File: config.mk
export PLATFORM = sky130hd
export DESIGN_NAME = systolic_ctrl
export DESIGN_NICKNAME = d
export VERILOG_FILES = /design/src/rtl/systolic_pkg.sv /design/src/rtl/valid_delay_line.sv /design/src/rtl/systolic_ctrl.sv
export SDC_FILE = /design/constraint.sdc
export NUM_CORES = 1
export LEC_CHECK = 0
export CELL_PAD_IN_SITES_DETAIL_PLACEMENT = 2
export CELL_PAD_IN_SITES_GLOBAL_PLACEMENT = 2
export CORE_MARGIN = 2
export CORE_UTILIZATION = 44
export CTS_BUF_LIST = sky130_fd_sc_hd__clkbuf_8
export CTS_CLUSTER_DIAMETER = 80
export DETAILED_ROUTE_END_ITERATION = 7
export GPL_TIMING_DRIVEN = 0
export PLACE_DENSITY_LB_ADDON = 0.1
export SETUP_SLACK_MARGIN = 0.15
export SLEW_MARGIN = 30
export SYNTH_ARGS = -nofsm -noshare
export SYNTH_HDL_FRONTEND = slang
export SYNTH_HIERARCHICAL = 1
export SYNTH_SLANG_ARGS = --single-unit
File: constraint.sdc
create_clock -name clk -period 6.8 [get_ports clk]
set_input_delay 1.36 -clock clk [delete_from_list [all_inputs] [get_ports clk]]
set_output_delay 1.36 -clock clk [all_outputs]
set_load 0.02 [all_outputs]
File: src/rtl/systolic_pkg.sv
// systolic_pkg: shared state encoding and default geometry for the systolic array controller
package systolic_pkg;
  localparam int DEF_ROWS = 4;
  localparam int DEF_COLS = 4;
  localparam int RES_LAT = DEF_ROWS + DEF_COLS + 1;
  typedef enum logic [2:0] {IDLE, LOAD_W, STREAM, DRAIN, DONE} state_e;
endpackage

File: src/rtl/valid_delay_line.sv
// valid_delay_line: shifts a valid flag and payload forward DEPTH cycles, exposing early valid taps as a mask
module valid_delay_line #(
  parameter int DEPTH = 9,
  parameter int W = 8,
  parameter int NTAP = 4
) (
  input  logic            clk,
  input  logic            rst,
  input  logic            vld_i,
  input  logic [W-1:0]    dat_i,
  output logic [NTAP-1:0] mask_o,
  output logic            vld_o,
  output logic [W-1:0]    dat_o
);
  logic [DEPTH:1]        vld_q;
  logic [DEPTH:1][W-1:0] dat_q;
  always_ff @(posedge clk or negedge rst) begin
    if (!rst) begin
      vld_q <= '0;
      dat_q <= '0;
    end else begin
      vld_q <= {vld_q[DEPTH-1:1], vld_i};
      dat_q <= {dat_q[DEPTH-1:1], dat_i};
    end
  end
  assign mask_o = vld_q[NTAP:1];
  assign vld_o = vld_q[DEPTH];
  assign dat_o = dat_q[DEPTH];
endmodule

File: src/rtl/systolic_ctrl.sv
// systolic_ctrl: sequences weight load, activation streaming and result-row flagging for the systolic array
module systolic_ctrl import systolic_pkg::*; #(
  parameter int ROWS = DEF_ROWS,
  parameter int COLS = DEF_COLS,
  parameter int KW = 8,
  parameter int WAW = 4
) (
  input  logic            clk,
  input  logic            rst,
  input  logic            start,
  input  logic            reuse_w,
  input  logic [KW-1:0]   k_len,
  output logic            busy,
  output logic            done,
  output logic            w_rd_en,
  output logic [WAW-1:0]  w_rd_addr,
  output logic            weight_en,
  output logic            a_rd_en,
  output logic [KW-1:0]   a_rd_addr,
  output logic [ROWS-1:0] act_mask,
  output logic            res_valid,
  output logic [KW-1:0]   res_idx
);
  localparam int LAT = ROWS + COLS + 1;
  state_e state_q, state_d;
  logic [KW-1:0] cnt_q, cnt_d, k_q;
  always_comb begin
    state_d = state_q;
    cnt_d = cnt_q;
    case (state_q)
      IDLE: begin
        cnt_d = '0;
        if (start) state_d = !reuse_w ? LOAD_W : (k_len == '0 ? DONE : STREAM);
      end
      LOAD_W: begin
        cnt_d = cnt_q == KW'(ROWS) ? '0 : cnt_q + 1'b1;
        if (cnt_q == KW'(ROWS)) state_d = k_q == '0 ? DONE : STREAM;
      end
      STREAM: begin
        cnt_d = cnt_q == k_q - 1'b1 ? KW'(LAT) : cnt_q + 1'b1;
        if (cnt_q == k_q - 1'b1) state_d = DRAIN;
      end
      DRAIN: begin
        cnt_d = cnt_q - 1'b1;
        if (cnt_q == KW'(1)) state_d = DONE;
      end
      DONE: state_d = IDLE;
      default: state_d = IDLE;
    endcase
  end
  // outputs are registered from next-state so they align with the state they describe
  always_ff @(posedge clk or negedge rst) begin
    if (!rst) begin
      state_q <= IDLE;
      cnt_q <= '0;
      k_q <= '0;
      busy <= 1'b0;
      done <= 1'b0;
      w_rd_en <= 1'b0;
      w_rd_addr <= '0;
      weight_en <= 1'b0;
      a_rd_en <= 1'b0;
      a_rd_addr <= '0;
    end else begin
      state_q <= state_d;
      cnt_q <= cnt_d;
      if (state_q == IDLE && start) k_q <= k_len;
      busy <= state_d != IDLE;
      done <= state_d == DONE;
      w_rd_en <= state_d == LOAD_W && cnt_d < KW'(ROWS);
      w_rd_addr <= state_d == LOAD_W && cnt_d < KW'(ROWS) ? WAW'(ROWS - 1) - WAW'(cnt_d) : '0;
      weight_en <= state_d == LOAD_W && cnt_d != '0;
      a_rd_en <= state_d == STREAM;
      a_rd_addr <= state_d == STREAM ? cnt_d : '0;
    end
  end
  valid_delay_line #(.DEPTH(LAT), .W(KW), .NTAP(ROWS)) u_dly (
    .clk(clk),
    .rst(rst),
    .vld_i(a_rd_en),
    .dat_i(a_rd_addr),
    .mask_o(act_mask),
    .vld_o(res_valid),
    .dat_o(res_idx)
  );
endmodule

==> results of run 1 <==
-- cells in the mapped netlist (2+ instances only) --
cell and number:
xor2_1 9, a22o_1 2, nand3_1 10, mux2_2 6, a31oi_1 3, nor3_1 5, o21a_1 2, nor2b_1 5
nand2_1 12, nand2b_1 2, buf_4 12, a21oi_1 11, nor2_1 30, or3_1 3, buf_1 2, o21ai_1 3
nor4_1 2, o221ai_1 2, inv_1 13, clkbuf_1 8, ha_1 8, a221oi_1 2, o21ai_0 7, and3_1 6
xnor2_1 6, dfrtp_1 117, nand4_1 4, nand3b_1 2, a21o_1 2
-- worst max-delay path by stage --
| stage | slack [ns] | depth (start not counted) | to |
|---|---|---|---|
| after floorplan | 3.91 | 11 | weight_en |
| after global placement | 0.03 | 1 | w_rd_en |
| after detailed placement | 3.26 | 11 | weight_en |
| after CTS | 3.09 | 11 | weight_en |
| after global routing | 2.92 | 11 | weight_en |
| final | 3.09 | 11 | weight_en |
-- power by group --
part           internal [mW]  switching [mW]  total, mW
registers              0.890           0.129       1.02
logic                  0.380           0.605      0.985
clock network          0.309           0.336      0.645
-- state kept, by name (all words and copies together), names as in the netlist, 3 cells and up --
name         flops
w_rd_addr        4
cnt_q            8
u_dly/dat_o      8
u_dly/dat_q     64
k_q              8
state_q          3
a_rd_addr        8
u_dly/vld_q      9
-- metrics by stage --
step           std cells  setup slack [ns]  power, mW  hold WS, ns
2_1_floorplan        322             3.913      1.592       0.3312
3_3_place_gp         492           0.03123      1.879       0.3316
3_5_place_dp         493             3.257      1.948       0.3364
4_1_cts              525             3.086      2.665       0.3515
5_1_grt              525             2.921      2.797       0.3573
6_report             525             3.089      2.650       0.3491
-- cell type report --
type	count	area [um^2]
Sequential cell	117	2928
Inverter	13	48.80
Buffer	24	143.9
Clock inverter	14	146.4
Fill cell	861	4068
Clock buffer	18	247.7
Tap cell	129	161.4
Timing Repair Buffer	42	442.9
Multi-Input combinational cell	168	1141
-- routing by layer --
layer  wire length (um)  global-route usage
met5                  0                   0
met4                351              0.1108
met3                484             0.06772
met2               6624              0.4646
met1               5329              0.3321
-- logic make-up after synthesis --
family	share of synthesized area
simple gates	0.1136
flops	0.6870
mux	0.01820
fa+ha+maj	0.02349
xor+xnor	0.03083
compound gates	0.08162
buf+inv	0.04522
==> results.py, run 1 <==
metrics = {
    "floorplanning": {
        "rows": 35,
        "die_w_um": 102.4,
        "initial_core_util": 0.4569,
        "dieArea_mm2": 0.01049,
        "core_area_mm2": 0.009328,
        "io_pins": 42,
        "die_h_um": 102.4,
    },
    "synthesis": {
        "syn_area_per_cell_um2": 13.23,
        "ys_ff_latch": 117,
        "synthTopCellsByArea": "dfrtp_1 69%, nor2_1 2.6%, ha_1 2.3%",
        "synthCells": 322,
        "synthesis.area_mm2": 0.004262,
        "async_flop_share": 1.000,
        "synth-edff-count": 0,
        "seq_area_frac_synth": 0.6870,
        "synth.distinct_cells": 55,
        "yosysTopAreaCellShare": 0.6870,
        "ys.flop_type": "dfrtp_1",
        "syn_nets": 342,
        "synth_top_area_cell": "dfrtp_1",
        "yosys_warnings": 6,
    },
    "power_and_ir_drop": {
        "powerDensity_mw_per_mm2": 503.7,
        "leakage_nw": 2.487,
        "vdd_ir_drop_max_mv": 0.2066,
    },
    "routing": {
        "drt_wl_total_um": 12790,
        "drcViolationCount": 0,
        "dr.pass1.iters": 4,
        "drt_iter0_drc": 147,
        "viasPerCell": 5.347,
        "ant_nets": 0,
        "wl_per_cell_um": 24.36,
        "vias": 2807,
    },
    "timing": {
        "fmax_mhz": 269.5,
        "slew_headroom": 0.5126,
        "setup_tns_ns": 0,
        "slew_viol_final": 0,
        "worstMarginPinSlew_ns": 0.7244,
        "setup_viol": 0,
        "final-hold-violation-count": 0,
        "fin_crit_ns": 3.711,
        "min_period_over_period": 0.5457,
        "fin_skew_ns": 0.01716,
        "rsz0062_at_grt": "no",
    },
    "critical_path": {
        "crit_path_max_incr_delay_ns": 0.53,
        "r2r_end": "weight_en",
        "reg2reg_slack_ns": 3.09,
        "cp-startpoint": "cnt_q[6]",
        "cp-start-kind": "flip-flop",
        "critPathTopFamily": "compound AO/OA/AOI/OAI gates",
        "worstPathBufferInverterCount": 1,
        "crit_path_max_fanout": 8,
        "rr_startpoint": "cnt_q[6]",
        "crit_chain": "clkbuf_1 > or4_4 > o311ai_4 > nand2_1 > a221oi_1 > a31oi_1 > nor2_1 > ha_1 > o311a_1 > o2111ai_1 > o41a_1",
        "crit_arrival_ns": 4.04,
        "crit_type": "reg -> reg",
        "reg2regPathDepth": 11,
        "required_ns": 7.13,
        "slowest_stage": "or4_4",
        "end_kind": "flip-flop",
    },
    "finish": {
        "diodes": 0,
        "final_cell_mix": "117 x dfrtp_1, 40 x clkdlybuf4s50_1, 30 x nor2_1, 18 x clkbuf_8, 13 x inv_1",
        "final_nets": 403,
        "fin_util": 0.5639,
        "drive_gt1_frac": 0.1540,
        "design_area_mm2": 0.005260,
        "area_growth_pct": 23.43,
        "final_common_cell": "dfrtp_1",
    },
    "clock_network": {
        "cts.path.max_buffers": 2,
        "post_cts_buffers": 0,
        "ctsHtreeMaxLevel": 4,
        "cts-root-buf": "clkbuf_8",
        "cts_resized": 0,
        "clkTransAtPathRegs_ns": 0.08,
        "cts_tree": "yes",
        "cts_hold_buf": 0,
        "cts_sinks": 117,
        "clock_latency_ns": 0.45,
        "cts_made_buffers": 17,
    },
    "placed_design": {
        "portBuffers": 41,
        "placed_area_mm2": 0.004866,
        "gp_congestion": 0.8666,
        "place_hpwl_um": 7453,
    },
    "global_routing": {
        "grt_start_max_net_pins": 92,
        "antenna_found_initial": 0,
        "grt_usage": 0.2723,
        "grt_first_pass_wirelength_um": 19930,
        "first_global_vias": 3215,
        "gr-total-overflow": 0,
    },
    "worst_hold_path": {
        "min_to": "u_dly/dat_q[51]",
        "min_from": "u_dly/dat_q[43]",
        "holdPathStages": 0,
        "hp-class": "reg -> reg",
    },
    "run": {
        "drv_cap": 0,
    },
    "outcome": {
        "outcome": "finished clean",
    },
}
(Power assumes the default switching activity.)
==> run 2, diff against run 1 <==
--- a/config.mk
+++ b/config.mk
@@ -8,7 +8,7 @@
 export CELL_PAD_IN_SITES_DETAIL_PLACEMENT = 2
 export CELL_PAD_IN_SITES_GLOBAL_PLACEMENT = 2
 export CORE_MARGIN = 2
-export CORE_UTILIZATION = 44
+export CORE_UTILIZATION = 37
 export CTS_BUF_LIST = sky130_fd_sc_hd__clkbuf_8
 export CTS_CLUSTER_DIAMETER = 80
 export DETAILED_ROUTE_END_ITERATION = 7
==> constraint.sdc (replaced) <==
create_clock -name clk -period 3.06 [get_ports clk]
set_input_delay 0.612 -clock clk [delete_from_list [all_inputs] [get_ports clk]]
set_output_delay 0.612 -clock clk [all_outputs]
set_load 0.02 [all_outputs]
==> run 2 against run 1 <==
Net effect:
- core utilization down 8.6 points
- sequential share of layout area decreased by 1.5 points
- cell count is 4.2% higher
- fmax up 21%
- hold slack got worse by 0.32 ns
- routed wire length fell by 20%
- critical path type unchanged
- clock power increased by 110%
- design area up 2.8%
- flip-flop and latch count is the same
- critical endpoint unchanged
- clock-buffer cell count increased by 3
- non-clock buffer count rose by 9
- critical path depth did not move
==> results.py, run 2 (synthesis results as in run 1) <==
metrics = {
    "routing": {
        "dr.pass1.iters": 4,
        "drt_wl_total_um": 10260,
        "wl_per_cell_um": 18.76,
        "vias": 2708,
        "ant_nets": 0,
        "drt_iter0_drc": 100,
        "viasPerCell": 4.951,
        "drcViolationCount": 0,
    },
    "critical_path": {
        "crit_arrival_ns": 3.37,
        "reg2regPathDepth": 11,
        "crit_path_max_incr_delay_ns": 0.53,
        "worstPathBufferInverterCount": 1,
        "rr_startpoint": "cnt_q[7]",
        "cp-startpoint": "cnt_q[7]",
        "required_ns": 3.37,
        "crit_path_max_fanout": 9,
        "critPathTopFamily": "compound AO/OA/AOI/OAI gates",
        "crit_path_end": "weight_en",
        "end_kind": "flip-flop",
        "reg2reg_slack_ns": 0.003,
        "crit_cells": 11,
        "crit_chain": "buf_6 > or4_4 > o311ai_4 > nand2_2 > a221oi_2 > a31oi_1 > nor2_2 > ha_2 > o311a_1 > o2111ai_2 > o41a_1",
        "crit_type": "reg -> reg",
        "cp-start-kind": "flip-flop",
        "r2r_end": "weight_en",
        "slowest_stage": "or4_4",
    },
    "timing": {
        "slew_headroom": 0.5981,
        "timing.hold.ws_ns": 0.02695,
        "fin_skew_ns": 0.008123,
        "setup_viol": 0,
        "final-hold-violation-count": 0,
        "fmax_mhz": 327.1,
        "min_period_over_period": 0.9991,
        "slew_viol_final": 0,
        "rsz0062_at_grt": "yes",
        "fin_crit_ns": 3.057,
        "worstMarginPinSlew_ns": 0.5965,
    },
    "clock_network": {
        "cts_hold_buf": 0,
        "clkTransAtPathRegs_ns": 0.07,
        "ctsHtreeMaxLevel": 4,
        "clock_latency_ns": 0.43,
        "cts_made_buffers": 17,
        "cts_tree": "yes",
        "cts.path.max_buffers": 2,
        "cts-root-buf": "clkbuf_8",
        "cts_sinks": 117,
    },
    "power_and_ir_drop": {
        "leakage_nw": 2.569,
        "vdd_ir_drop_max_mv": 0.4456,
        "powerDensity_mw_per_mm2": 1082,
    },
    "finish": {
        "reg_top3": "u_dly/dat_q (64), u_dly/vld_q (9)",
        "largest_reg_flops": 64,
        "final_common_cell": "dfrtp_1",
        "regMostFlops": "u_dly/dat_q",
        "design_area_mm2": 0.005406,
        "drive_gt1_frac": 0.2005,
        "final_cell_mix": "117 x dfrtp_1, 40 x clkdlybuf4s50_1, 29 x nor2_1, 21 x clkbuf_8, 21 x buf_4",
        "area_growth_pct": 26.86,
        "final_nets": 412,
        "nFillCells": 1129,
        "diodes": 0,
    },
    "floorplanning": {
        "rows": 39,
        "io_pins": 42,
        "core_area_mm2": 0.01132,
        "dieArea_mm2": 0.01239,
        "initial_core_util": 0.3764,
        "die_w_um": 111.3,
        "die_h_um": 111.3,
    },
    "placed_design": {
        "place_hpwl_um": 7102,
        "placed_area_mm2": 0.004883,
        "gp_congestion": 0.8139,
        "portBuffers": 41,
    },
    "global_routing": {
        "antenna_found_initial": 0,
        "grt_first_pass_wirelength_um": 17020,
        "first_global_vias": 3167,
        "grt_start_max_net_pins": 91,
        "gr-total-overflow": 0,
        "grt_usage": 0.1832,
    },
    "outcome": {
        "outcome": "finished clean",
    },
    "worst_hold_path": {
        "hp-class": "in -> async",
    },
    "run": {
        "drv_cap": 0,
    },
}
## run 2: changes by cell type in the layout (fill, tap and decap cells not counted), sizes merged
| cell | delta |
|---|---|
| buf | +9 |
| inv | -4 |
| clkbuf | +3 |
| clkinvlp | -3 |
| clkinv | +2 |
| bufinv | +1 |
## run 2: layout make-up
type                       count  area, um^2  area share
timing repair buffer          51       510.5     0.09442
sequential                   117        2928      0.5415
buffer                        24       150.1     0.02777
clock inverter                10       105.1     0.01944
tap                          143       178.9     0.03309
inverter                      13       48.80    0.009026
clock buffer                  21       289.0     0.05346
multi-input combinational    168        1196      0.2212
## run 2: layer usage
layer	share of wire	vias to the layer above	global-route usage
met4	0.016	0	0.07819
met5	0	-	0
met3	0.036	12	0.04921
li1	-	1234	-
met2	0.52	49	0.3159
met1	0.42	1413	0.2169
## run 2: power breakdown
part | total, mW | switching, mW | internal [mW] | leakage, nW
combinational | 2.25 | 1.29 | 0.961 | 0.784
clock | 1.37 | 0.579 | 0.796 | 0.208
sequential | 2.22 | 0.245 | 1.98 | 1.58
total | 5.85 | 2.11 | 3.74 | 2.57
## run 2: stage by stage
step,power [mW],util,cells,setup slack (ns),setup TNS (ns)
5_1_grt,6.252,0.4776,547,-0.08819,-0.08819
3_5_place_dp,4.319,0.4314,507,-0.4469,-0.4526
3_3_place_gp,4.195,0.4285,506,-3.002,-350.54
6_report,5.851,0.4776,547,0.002771,0
2_1_floorplan,3.537,-,322,0.1728,0
4_1_cts,5.876,0.4726,542,0.001867,0
## run 2: repair_timing
action                     4_1_cts  5_1_grt
pin swaps                        6        4
hold endpoints to repair         0        0
setup endpoints to repair        6        6
buffers inserted                 4        5
gates resized for setup         12        6
## run 2: worst min path at each step
stage | endpoint | slack (ns) | cells after the start
2_1_floorplan | a_rd_addr[0] | 0.32 | 0
3_3_place_gp | u_dly/dat_q[27] | 0.33 | 0
3_5_place_dp | u_dly/dat_q[28] | 0.34 | 0
4_1_cts | u_dly/dat_q[33] | 0.009 | 1
5_1_grt | u_dly/dat_o[1] | 0.005 | 1
6_report | u_dly/dat_q[41] | 0.03 | 1
